## src/rtl/pipe_stage_fifo.sv

```systemverilog
// Elastic pipeline-stage register: DEPTH-entry valid/ready FIFO with synchronous flush.
// Control and payload read as zero whenever no entry is held, so bubbles never assert writes.
module pipe_stage_fifo #(
    parameter int DATA_BITS = 32,
    parameter int CTRL_BITS = 4,
    parameter int DEPTH     = 2,
    localparam int CNT_BITS = $clog2(DEPTH + 1)
) (
    input  logic                 clk,
    input  logic                 rst,
    input  logic                 i_flush,
    input  logic                 i_valid,
    output logic                 o_ready,
    input  logic [DATA_BITS-1:0] i_data,
    input  logic [CTRL_BITS-1:0] i_ctrl,
    output logic                 o_valid,
    input  logic                 i_ready,
    output logic [DATA_BITS-1:0] o_data,
    output logic [CTRL_BITS-1:0] o_ctrl,
    output logic [CNT_BITS-1:0]  o_count
);

    localparam int PTR_BITS = $clog2(DEPTH);
    localparam int ENTRY_BITS = DATA_BITS + CTRL_BITS;
    localparam logic [CNT_BITS-1:0] FULL_CNT = CNT_BITS'(DEPTH);

    logic [ENTRY_BITS-1:0] mem [DEPTH];
    logic [ENTRY_BITS-1:0] head;
    logic [PTR_BITS-1:0]   wr_ptr;
    logic [PTR_BITS-1:0]   rd_ptr;
    logic [CNT_BITS-1:0]   count;
    logic                  push;
    logic                  pop;

    // o_ready depends only on registered occupancy, never on i_ready.
    always_comb begin
        o_ready = (count != FULL_CNT);
        o_valid = (count != '0);
        push    = i_valid & o_ready & ~i_flush;
        pop     = o_valid & i_ready & ~i_flush;
        head    = mem[rd_ptr];
        o_data  = o_valid ? head[DATA_BITS-1:0] : '0;
        o_ctrl  = o_valid ? head[ENTRY_BITS-1:DATA_BITS] : '0;
        o_count = count;
    end

    always_ff @(posedge clk) begin
        if (push) begin
            mem[wr_ptr] <= {i_ctrl, i_data};
        end
    end

    always_ff @(posedge clk or posedge rst) begin
        if (rst) begin
            wr_ptr <= '0;
            rd_ptr <= '0;
            count  <= '0;
        end else if (i_flush) begin
            wr_ptr <= '0;
            rd_ptr <= '0;
            count  <= '0;
        end else begin
            if (push) begin
                wr_ptr <= wr_ptr + PTR_BITS'(1);
            end
            if (pop) begin
                rd_ptr <= rd_ptr + PTR_BITS'(1);
            end
            if (push && !pop) begin
                count <= count + CNT_BITS'(1);
            end else if (pop && !push) begin
                count <= count - CNT_BITS'(1);
            end
        end
    end

    a_count_bound: assert property (@(posedge clk) disable iff (rst) count <= FULL_CNT);
    a_valid_count: assert property (@(posedge clk) disable iff (rst) o_valid |-> (o_count != '0));
    a_bubble_ctrl: assert property (@(posedge clk) disable iff (rst) !o_valid |-> (o_ctrl == '0));

endmodule
```

## config.mk

```make
export PLATFORM = sky130hd
export DESIGN_NAME = pipe_stage_fifo
export DESIGN_NICKNAME = d
export VERILOG_FILES = /design/src/rtl/pipe_stage_fifo.sv
export SDC_FILE = /design/constraint.sdc
export NUM_CORES = 1
export LEC_CHECK = 0
export ABC_CLOCK_PERIOD_IN_PS = 4500
export CORE_UTILIZATION = 40
export DETAILED_ROUTE_END_ITERATION = 10
export PLACE_DENSITY = 0.73
export REMOVE_ABC_BUFFERS = 1
export SYNTH_ARGS = -nofsm -noshare
export SYNTH_HDL_FRONTEND = slang
export SYNTH_SLANG_ARGS = --single-unit
```

## constraint.sdc

```tcl
create_clock -name clk -period 4.5 [get_ports clk]
set_input_delay 0.9 -clock clk [delete_from_list [all_inputs] [get_ports clk]]
set_output_delay 0.9 -clock clk [all_outputs]
set_load 0.02 [all_outputs]
```

# After elaboration in Yosys (flattened, before gate mapping)
# Memories as Yosys holds them, arrays and structs flattened.
# Index checks and enable logic that the tools add are counted.
[totals] ff_bits=4 latchBits=0 ram_bits=72 rom_bits=0 in_bits=41 output_inout_bits=40 word_cells=33 mem_count=1
[memory_table] memory="mem" words=2 width=36 read_ports=1 rd_ports_with_merged_regs=0 write_ports=1 line="27" text="logic [ENTRY_BITS-1:0] mem [DEPTH];"
[classes] n_addsub=4 n_mul=0 div_mod_pow=0 magnitude_cmp=0 n_eq_ne=1 shifts=0 muxes=11 bitwise_logic=5 reduce_logical=8
[op_table] operator="$mux W32" n=1
[op_table] operator="$mux W1" n=6
[op_table] operator="$mux W2" n=3
[op_table] operator="$reduce_bool A2 Y1" n=3
[op_table] operator="$and A1 B1 Y1" n=4
[op_table] operator="$mux W4" n=1
[op_table] operator="$reduce_bool A3 Y1" n=1
[op_table] operator="$add A1 B1 Y1 const B" n=2
[op_table] operator="$add A2 B1 Y2 const B" n=1
[op_table] operator="$logic_and A1 B1 Y1" n=2
[op_table] operator="$logic_not A1 Y1" n=2
[op_table] operator="$ne A2 B2 Y1 const B" n=1
[op_table] operator="$sub A2 B1 Y2 const B" n=1
[op_table] operator="$not A1 Y1" n=1

# Logic depth before layout (Yosys ltp)
[depth] depth_word=8 depth_mapped=4 ltp_nobuf=4

# Worst setup path after synthesis
# Ideal clock, no wire load.
[synth_timing] path_type="in2reg" startpoint="in i_valid" endpoint="mem mem[1][0] (netlist name), enable pin" setup_ps=482 arrival_time_ps=3627 t_required_ps=4018 slack_ps=391 stages=2 n_path_buf=0 path_cell_list="nand2_1 nor3b_1"
[synth_via] elab_chain_len=4
[synth_lines] element="start, declared" line="12" text="input logic i_valid,"
[synth_lines] element="$and A1 B1 Y1 (2 in a row)" line="39" text="push = i_valid & o_ready & ~i_flush;"
[synth_lines] element="$mux W1" line="48" text="if (push) begin"
[synth_lines] element="$mux W1 (implied by the code)" line="49" text="mem[wr_ptr] <= {i_ctrl, i_data};"
[synth_lines] element="end, declared" line="27"
# No other way between the ends.

# Final worst setup path
[layout_timing] startpoint="reg rd_ptr" endpoint="out o_data[15]"
[layout_via] elab_chain_len=2
[layout_lines] element="start, declared" line="30" text="logic [PTR_BITS-1:0] rd_ptr;"
[layout_lines] element="start signal, assigned" line="67" text="rd_ptr <= rd_ptr + PTR_BITS'(1);"
[layout_lines] element="$mem_v2 Z2 W36"
[layout_lines] element="$mux W32" line="42" text="o_data = o_valid ? head[DATA_BITS-1:0] : '0;"
[layout_lines] element="end, declared" line="18" text="output logic [DATA_BITS-1:0] o_data,"
# No other way between the ends.

==> run summary <==
Post-synth EDFFs: 72
Hold WC Path Type: reg2reg
Status: finished, final reports clean
Static Leak: 0.00133 uW
WP data arrival: 2.41 ns
DRC Markers: 0
Reg clk slew, reported paths: 0.07 ns
Initial Util: 0.424
Wire per inst: 14.2 um
Total clock buffers created by CTS: 9
Postcts setup bufs: 0
# diodes: 0
Root Buffer: clkbuf_8
Mean post-synth cell area: 16.4 um^2
Post-DP HPWL: 3240 um
Top post-synthesis cells by area: edfxtp_1 (73%), mux2i_1 (13%), nor2_1 (4.7%)
Hold buffer count at cts: 0
Maximum buffer depth of the clock tree: 2
Gpl congestion: 0.668
Antenna violations before repair: 0
CORE AREA: 6940 um^2
Hold Crit Depth: 2
Relative slew slack: 0.268
Average vias per placed instance: 4.70
Num ports: 81
Hold EP: wr_ptr
Mapped Cells: 179
Area delta synth->final: 36.1%
Hold WS: 0.587 ns
Pwr per Cell Area: 360 nW/um^2
Total number of vias: 1719
Die extent in y: 87.8 um
Flop2flop setup slack: 2.65 ns
CTS tree: built
GR peak layer: met2
Crit path max-delay cell type: dfrtp_2
Chip width: 87.8 um
Finished Core Util: 0.577
GR Layer Usage met3: 0.0415
Post-cts sizing count: 0
All-Layer GR Usage: 0.140
Post-route clock period utilization: 0.735
Crit-path cells: mux2i_1 > nor2_1 > clkdlybuf4s50_1
Placed Cells: 351
Site Rows: 30
Warnings from Yosys: 0
Fill cell count: 571
First-pass GRT wire length: 7880 um
Routed WL: 5200 um
Clock Latency Late Sink: 0.33 ns
CP max stage delay: 1.10 ns
Setup TNS Final: 0 ns
Synth top area share: 0.734
Grt total ovfl: 0
Crit Path Category: reg2out
Min-delay src: wr_ptr
Max Fclk: 0.302 GHz
CP endpoint kind: output port
Die area: 7710 um^2
Worst-Margin Slew: 1.10 ns
Post-synth ARST share: 0.0526
Reg-to-reg startpoint: o_count[1]
FF+latch area: 2260 um^2
Cell variety after synth: 21
Met1 usage: 0.154
CTS sink count: 76
Fin. Hold Viols: 0
Post-synthesis sequential area ratio: 0.768
Final nets: 307
Post-synth top cells: edfxtp_1 (72), mux2i_1 (37), nor2_1 (37)
FF+latch count, synth: 76
Finished Layout Cells: 366
Clock Skews: 0.00897 ns
Met2 track demand over resource: 0.249
Syn Std Cell Area: 2940 um^2
Antenna viol nets, final: 0
Synth area leader: edfxtp_1
Main synth FF type: edfxtp_1
TritonRoute pass-1 iters: 4
Reg-to-reg endpoint: mem[1][7]
Final count of pins violating max slew: 0
Port bufs: 80
Max IR drop VDD: 0.000191 V
Htree depth: 3
Endpoints failing setup: 0
Most common cell in the netlist: edfxtp_1
Vias in the first global route: 1705
Multi-input logic area: 637 um^2
Tot Pwr: 1440 uW
CP max FO: 37
Required @ worst endpoint: 3.60 ns
RSZ-0062 raised after global routing: false
Worst setup SP type: flip-flop
Pin count of the biggest net entering global routing: 38
FF-to-FF path depth: 5
Fraction of final layout cells sized beyond drive strength 1: 0.0778
Max-cap viol count: 0
Drt initial violations: 49
Min Tclk post-route: 3.31 ns
==> stage by stage <==
step / worst slack [ns] / area (um^2)
2_1_floorplan: 0.391 / 2900
3_3_place_gp: 1.51 / 3860
3_5_place_dp: 1.50 / 3860
4_1_cts: 1.12 / 4010
5_1_grt: 1.02 / 4010
6_report: 1.19 / 4010
==> layout make-up <==
cell class	instances	area share
tap	96	0.0300
timing repair buffer	83	0.205
sequential	76	0.565
inverter	4	0.00375
clock buffer	11	0.0328
clock inverter	4	0.00437
multi-input combinational	92	0.159
==> worst max-delay path: cells and delay by family, from the launching register on <==
family / cells / cell delay, ns
buffers and inverters: 1 / 0.62
DFF: 1 / 1.10
muxes: 1 / 0.20
and+or+nand+nor: 1 / 0.14
==> cells by family after synthesis <==
logic type,synth area share
and+or+nand+nor,0.0671
muxes,0.126
buffers and inverters,0.0204
DFF,0.768
AOI/OAI and AO/OA,0.0153
xor gates and xnor gates,0.00298
==> sequential cells by signal, indices dropped and copies added, names as in the netlist <==
signal / cells
mem: 72
o_count: 2
rd_ptr: 1
wr_ptr: 1
==> metal layers <==
metal  vias up  part of all wire  routed length (um)
met5         -                 0                   0
met4         0             0.015                  76
met3         9             0.057                 295
met2        60              0.52                2720
met1       820              0.40                2100
li1        830                 -                   -
==> report_power, final <==
group | internal (uW) | leakage (uW) | switching (uW) | total (uW)
registers | 803 | 0.000712 | 23.6 | 827
logic | 112 | 0.000536 | 98.4 | 210
clock network | 192 | 0.0000780 | 215 | 406
total | 1110 | 0.00133 | 337 | 1440
==> how the worst max path moves through the flow <==
stage                      end  cells past startpoint  startpoint  slack (ns)
finish              o_data[15]                      3      rd_ptr        1.19
global route        o_data[15]                      3      rd_ptr        1.02
CTS                  o_data[4]                      3      rd_ptr        1.12
detailed placement   o_data[4]                      3      rd_ptr        1.50
global placement     o_data[4]                      3      rd_ptr        1.51
floorplan            mem[1][0]                      2     i_valid        0.39
==> layout by cell type (no fill, tap or decap), drive strengths merged, types with 2 or more instances in the layout <==
cell,synthesis,layout
a21oi,4,4
buf,7,3
clkbuf,0,11
clkdlybuf4s50,0,80
clkinv,0,4
dfrtp,4,4
edfxtp,72,72
inv,4,4
mux2i,37,37
nor2,38,38
nor3b,2,2
o21ai,2,2
No activity file was read; power rests on OpenSTA's default activity.
